--- src/rtl/seg7_pkg.sv ---
// Shared constants, FSM state type and index helper for the seven-segment scroll controller.
package seg7_pkg;

  localparam logic [7:0] SEG7_BASE_ADDR  = 8'hD0;
  localparam int         SEG7_NUM_DIGITS = 4;
  localparam int         SEG7_MSG_DEPTH  = 16;

  typedef enum logic [1:0] {IDLE, REQ, BURST, DONE} seg7_state_t;

  // (base + k) mod len; a zero length never drives a real beat, so it just maps to entry 0
  function automatic logic [3:0] wrap_idx(input logic [3:0] base, input logic [1:0] k,
                                          input logic [4:0] len);
    logic [4:0] sum;
    sum = {1'b0, base} + {3'b000, k};
    if (len == 5'd0) return 4'd0;
    return 4'(sum % len);
  endfunction

endpackage

--- src/rtl/seg7_tick_div.sv ---
// Free-running scroll tick divider: one-cycle TICK every TICK_DIV enabled cycles.
module seg7_tick_div #(
  parameter int unsigned TICK_DIV = 50_000_000
) (
  input  logic CLK,
  input  logic RESET,
  input  logic EN,
  output logic TICK
);

  logic [31:0] count;

  assign TICK = EN && (count == 32'(TICK_DIV - 1));

  always_ff @(posedge CLK) begin
    if (RESET) begin
      count <= 32'd0;
    end else if (TICK) begin
      count <= 32'd0;
    end else if (EN) begin
      count <= count + 32'd1;
    end
  end

endmodule

--- src/rtl/seg7_scroll_ctrl.sv ---
// Bus-master that scrolls a 16-nibble message across the four digit registers,
// writing one 4-beat burst per scroll tick once the arbiter grants the bus.
module seg7_scroll_ctrl
  import seg7_pkg::*;
#(
  parameter int unsigned TICK_DIV  = 50_000_000,
  parameter logic [7:0]  BASE_ADDR = SEG7_BASE_ADDR,
  parameter int          MSG_DEPTH = SEG7_MSG_DEPTH
) (
  input  logic       CLK,
  input  logic       RESET,
  input  logic       ENABLE,
  input  logic       MSG_WE,
  input  logic [3:0] MSG_IDX,
  input  logic [3:0] MSG_NIBBLE,
  input  logic [4:0] MSG_LEN,
  output logic       BUS_REQ,
  input  logic       BUS_GNT,
  output logic [7:0] BUS_ADDR_OUT,
  output logic [7:0] BUS_DATA_OUT,
  output logic       BUS_WE_OUT,
  output logic       BUSY,
  output logic [3:0] OFFSET
);

  logic [3:0]  msg_buf [MSG_DEPTH];
  logic        tick;
  logic        pending;
  logic        consume;
  logic [4:0]  len;
  seg7_state_t state;
  logic [1:0]  beat;
  logic [1:0]  launch_beat;
  logic [7:0]  launch_addr;
  logic [7:0]  launch_data;

  assign len     = (MSG_LEN > 5'd16) ? 5'd16 : MSG_LEN;
  assign consume = (state == IDLE) && pending && (len != 5'd0);

  seg7_tick_div #(.TICK_DIV(TICK_DIV)) u_tick_div (
    .CLK  (CLK),
    .RESET(RESET),
    .EN   (ENABLE),
    .TICK (tick)
  );

  // The buffer is deliberately outside reset so a message survives a controller reset
  always_ff @(posedge CLK) begin
    if (MSG_WE) msg_buf[MSG_IDX] <= MSG_NIBBLE;
  end

  // A tick always moves the window; pending is only one deep, so extra ticks just re-set it
  always_ff @(posedge CLK) begin
    if (RESET) begin
      pending <= 1'b0;
      OFFSET  <= 4'd0;
    end else if (tick && (len != 5'd0)) begin
      pending <= 1'b1;
      OFFSET  <= (({1'b0, OFFSET} + 5'd1) >= len) ? 4'd0 : OFFSET + 4'd1;
    end else if (consume) begin
      pending <= 1'b0;
    end
  end

  // Beat to put on the bus at the next edge: advance after a written beat, hold after a stall
  always_comb begin
    launch_beat = 2'd0;
    if (state == BURST) launch_beat = BUS_WE_OUT ? beat + 2'd1 : beat;
  end

  assign launch_addr = BASE_ADDR + {6'd0, launch_beat};
  assign launch_data = {4'h0, msg_buf[wrap_idx(OFFSET, launch_beat, len)]};

  always_ff @(posedge CLK) begin
    if (RESET) begin
      state        <= IDLE;
      beat         <= 2'd0;
      BUS_REQ      <= 1'b0;
      BUSY         <= 1'b0;
      BUS_WE_OUT   <= 1'b0;
      BUS_ADDR_OUT <= 8'h00;
      BUS_DATA_OUT <= 8'h00;
    end else begin
      case (state)
        IDLE: begin
          if (pending && (len != 5'd0)) begin
            state   <= REQ;
            BUS_REQ <= 1'b1;
            BUSY    <= 1'b1;
          end
        end
        REQ: begin
          if (BUS_GNT) begin
            state        <= BURST;
            beat         <= 2'd0;
            BUS_WE_OUT   <= 1'b1;
            BUS_ADDR_OUT <= launch_addr;
            BUS_DATA_OUT <= launch_data;
          end
        end
        BURST: begin
          if (BUS_WE_OUT && (beat == 2'(SEG7_NUM_DIGITS - 1))) begin
            state        <= DONE;
            BUS_REQ      <= 1'b0;
            BUSY         <= 1'b0;
            BUS_WE_OUT   <= 1'b0;
            BUS_ADDR_OUT <= 8'h00;
            BUS_DATA_OUT <= 8'h00;
          end else begin
            beat         <= launch_beat;
            BUS_WE_OUT   <= BUS_GNT;
            BUS_ADDR_OUT <= launch_addr;
            BUS_DATA_OUT <= launch_data;
          end
        end
        DONE: begin
          state <= IDLE;
        end
        default: begin
          state <= IDLE;
        end
      endcase
    end
  end

endmodule
--- config.mk ---
export PLATFORM = sky130hd
export DESIGN_NAME = seg7_scroll_ctrl
export DESIGN_NICKNAME = d
export VERILOG_FILES = /design/src/rtl/seg7_pkg.sv /design/src/rtl/seg7_tick_div.sv /design/src/rtl/seg7_scroll_ctrl.sv
export SDC_FILE = /design/constraint.sdc
export NUM_CORES = 1
export LEC_CHECK = 0
export ABC_AREA = 1
export CAP_MARGIN = 15
export CELL_PAD_IN_SITES_DETAIL_PLACEMENT = 1
export CELL_PAD_IN_SITES_GLOBAL_PLACEMENT = 2
export CORE_ASPECT_RATIO = 0.6
export CORE_MARGIN = 4
export CORE_UTILIZATION = 36
export DETAILED_ROUTE_END_ITERATION = 12
export HOLD_SLACK_MARGIN = 0.12
export PLACE_DENSITY_LB_ADDON = 0.1
export RECOVER_POWER = 25
export SYNTH_ARGS = -nofsm -noshare
export SYNTH_HDL_FRONTEND = slang
export SYNTH_SLANG_ARGS = --single-unit
--- constraint.sdc ---
create_clock -name CLK -period 7.45 [get_ports CLK]
set_clock_uncertainty 0.2 [all_clocks]
set_input_delay 1.1175 -clock CLK [delete_from_list [all_inputs] [get_ports CLK]]
set_output_delay 1.1175 -clock CLK [all_outputs]
set_load 0.005 [all_outputs]
==> results.md <==
* Total gr overflow at 0
* Min-Delay Path Class: flip-flop to flip-flop
* Vias per Instance at just over 5
* Total CTS buffers at 17
* Max-Cap Viols at 0
* Mean Syn Cell Area at 8.18 um^2
* FF-to-FF setup slack at about 360 ps
* Layout Nets at roughly 930
* Routed len/inst at roughly 17 um
* Synth Area in Adders at under 10%
* Compound-Gate Fraction of Synth Area at under 10%
* Slowest-stage cell, CP: fa_2
* R2r endpoint: BUS_DATA_OUT[3]
* Routed WL at roughly 20 mm
* Worst hold endpoint: BUS_ADDR_OUT[1]
* Pwr Total at around 2.2 mW
* CP Data Arrival Time at about 7000 ps
* Worst skew pair latency at between 400 and 500 ps
* Number of synthesized flops with an enable pin at between 60 and 70
* Simple-gate share of the synthesized area at 29.2%
* Period minus WS final at 7090 ps
* Layout cells sized above 1 at 17.3%
* Area of the multi-input gates at 3280 um^2
* R2R Path Start: state[0]
* # clock sinks at ~110
* Layout area overhead at 28.8%
* # fillers at ~2.1k
* Post-synthesis mux area share at less than 1%
* Sequential fraction of the synthesis area at 45.0%
* Peak per-stage delay on the critical path at between 300 and 400 ps
* XOR/XNOR Fraction of Synth Area at between 2 and 3%
* DR iter-0 viols at about 330
* Via count at approximately 5.7k
* Post-synth top area cell: edfxtp_1
* Util after Layout at 48.0%
* Yosys reg bits at 114
* Remaining DRCs at 0
* Worst slew margin at 42.0%
* Syn. warnings at 0
* Ys async rst share at 0%
* Netlist cell types at 44
* Critical path capture point type: flip-flop
* GP Congestion at 0.833
* LEAKAGE at ~3.3 nW
* Post-route insts no fill at ~1.1k
* Period utilization at between 90% and 100%
* Initial core utilization at between 30% and 40%
* Register area at ~3000 um^2
* Post-route ant nets at 0
* Worst Path Required at about 7500 ps
* Reg2reg path depth at 48
* CTS tree: done
* Setup crit start kind: flip-flop
* Max Fanout on Critical Path at 16
* IO Count at 41
* CP startpoint: state[0]
* Largest family of logic cells by synthesized area: simple AND/OR/NAND/NOR gates
* Worst VDD drop at ~0.00014 V
* CTS clk-pin slew, worst paths at approximately 60 ps
* Die X at 181 um
* Die Area at 20300 um^2
* Main flop type after synthesis: edfxtp_1
* Synthesized area at around 6500 um^2
* Most Frequent Cell on Critical Path: nand2_1
* First-pass GRT wire length at 31.4 mm
* CP Class: flip-flop to flip-flop
* Core region area at 17400 um^2
* Hold Slack at 275 ps
* Vias in the first global route at slightly below 6k
* Port bufs at 33
* Hold_sp: BUS_ADDR_OUT[1]
* FMAX at 141 MHz
* DR pass1 iterations at 4
* CTS root buf: clkbuf_16
* Post-detail-place hpwl at between 10 and 15 mm
* Power density over the cells at 263 nW/um^2
* Setup-failing EPs final at 0
* Initial antenna violation count at 0
* CTS H-tree depth at 4
* Outcome: finished, final reports clean
* Synth top area share at 29.6%
* Worst Tran Pin Value at ~870 ps
* Count of pins over their slew limit at 0
* Diode count at 0
* Final setup TNS at 0 ps
* Max Root-Sink Buffers at 2
* Site Rows at 37
* Largest net degree at the start of global routing at 37
* Area contributors post-synth: edfxtp_1, dfxtp_1, nand2_1, nand3_1, inv_1
* Final Hold Viols at 0
* Global Route Usage Sum at 19.3%
* Hold depth at 2
* Cells after Synth at between 700 and 800
* Placed cells at between 1k and 1.5k
* Die Y at 112 um
-- flip-flops by register name, indices dropped and copies added, names as in the netlist --
register and count:
BUS_WE_OUT 1, state 2, msg_buf 64, OFFSET 4
beat 2, BUS_DATA_OUT 4, pending 1, BUSY 1
u_tick_div.count 32, BUS_ADDR_OUT 3
-- stage by stage --
step | worst slack [ps] | instance area, um^2
2_1_floorplan | 717 | 6520
3_3_place_gp | -241 | 7270
3_5_place_dp | -635 | 7270
4_1_cts | 20.9 | 7910
5_1_grt | -138 | 8360
6_report | 357 | 8360
-- report_power, final --
part           leakage [nW]  switching (mW)  internal (mW)  total [mW]
clock                 0.250           0.313          0.426       0.740
sequential            0.983          0.0202          0.695       0.715
combinational          2.11           0.433          0.310       0.743
-- cells by family after synthesis --
group	Yosys count
AND/OR/NAND/NOR	400
adder cells (fa/ha/maj)	32
multiplexers	1
AO/OA/AOI/OAI	72
flip-flops	114
buffers and inverters	152
XOR/XNOR	22
other	1
-- layer usage --
metal  routed length [um]  vias up  track usage, %
met1                10500     2771            29.8
met5                    0        -               0
li1                     -     2808               -
met4                   41        0            3.65
met2                 8330       91            28.0
met3                  870        4            4.11
-- cells in the mapped netlist (2+ instances only) --
| master | n |
|---|---|
| xor2_1 | 17 |
| buf_6 | 2 |
| nor4_2 | 3 |
| nor2_4 | 2 |
| nand3b_1 | 26 |
| inv_2 | 4 |
| nand2_2 | 2 |
| o21ai_0 | 16 |
| buf_2 | 11 |
| o21a_1 | 3 |
| a21oi_2 | 3 |
| a211oi_1 | 6 |
| nand2_1 | 148 |
| fa_1 | 2 |
| xnor2_1 | 5 |
| nand3_1 | 94 |
| a21oi_1 | 35 |
| dfxtp_1 | 50 |
| nand4_1 | 15 |
| clkbuf_1 | 4 |
| a31oi_1 | 4 |
| buf_4 | 10 |
| ha_1 | 30 |
| edfxtp_1 | 64 |
| nor3_1 | 17 |
| nor4_1 | 9 |
| or2_2 | 4 |
| nand3_2 | 3 |
| inv_1 | 119 |
| nor2_2 | 3 |
| nor2_1 | 70 |
-- worst max-delay path by stage --
stage,to,cells after the start
after floorplan,BUS_DATA_OUT[1],43
after global placement,BUS_DATA_OUT[3],41
after detailed placement,BUS_DATA_OUT[3],42
after CTS,BUS_DATA_OUT[0],44
after global routing,BUS_DATA_OUT[3],48
final,BUS_DATA_OUT[3],48
-- layout by cell type, fill, tap and decap left out, types with 3 or more instances in the layout --
master and instances:
inv_6 5, a31oi_1 4, dfxtp_1 50, conb_1 7, clkbuf_16 19, nand3b_1 26
or2_2 4, nand3_2 5, inv_2 7, nor4_1 9, buf_12 3, nor2_1 68
edfxtp_1 64, nor4_2 3, nor2_2 3, clkdlybuf4s50_1 24, dlygate4sd3_1 5, nor2_4 4
clkinvlp_4 5, buf_4 50, nand2_2 13, a211oi_1 6, nand3_1 89, ha_1 20
o21a_1 3, inv_1 116, ha_4 9, nand3_4 3, nor3_1 16, xnor2_1 5
dlymetal6s2s_1 4, a21oi_1 34, xor2_1 16, clkinv_2 3, o21ai_0 12, nand2_1 135
nand4_1 15
-- worst max-delay path, delay by kind of cell, from the launching register on --
kind                     cells  cell delay, ps
buffers and inverters        9            1030
XOR/XNOR                     1             180
AO/OA/AOI/OAI                6             870
adder cells (fa/ha/maj)      8            1940
flip-flops                   1             320
AND/OR/NAND/NOR             24            2430
-- timing repair --
item | 4_1_cts | 5_1_grt
cloned | 1 | 2
setup buffers | 2 | 16
pin swaps | 2 | 30
resized for setup | 15 | 52
setup endpoints to repair | 4 | 4
hold buffers | 0 | 0
-- area by class of cell --
| type | count | share of cell area, % |
|---|---|---|
| multi-input combinational | 534 | 39.2 |
| sequential | 114 | 35.0 |
| timing repair buffer | 89 | 10.3 |
| inverter | 125 | 5.70 |
| clock buffer | 17 | 5.09 |
| tap | 234 | 3.50 |
| clock inverter | 15 | 1.30 |
Note: power is estimated with default switching activity, not from simulation.
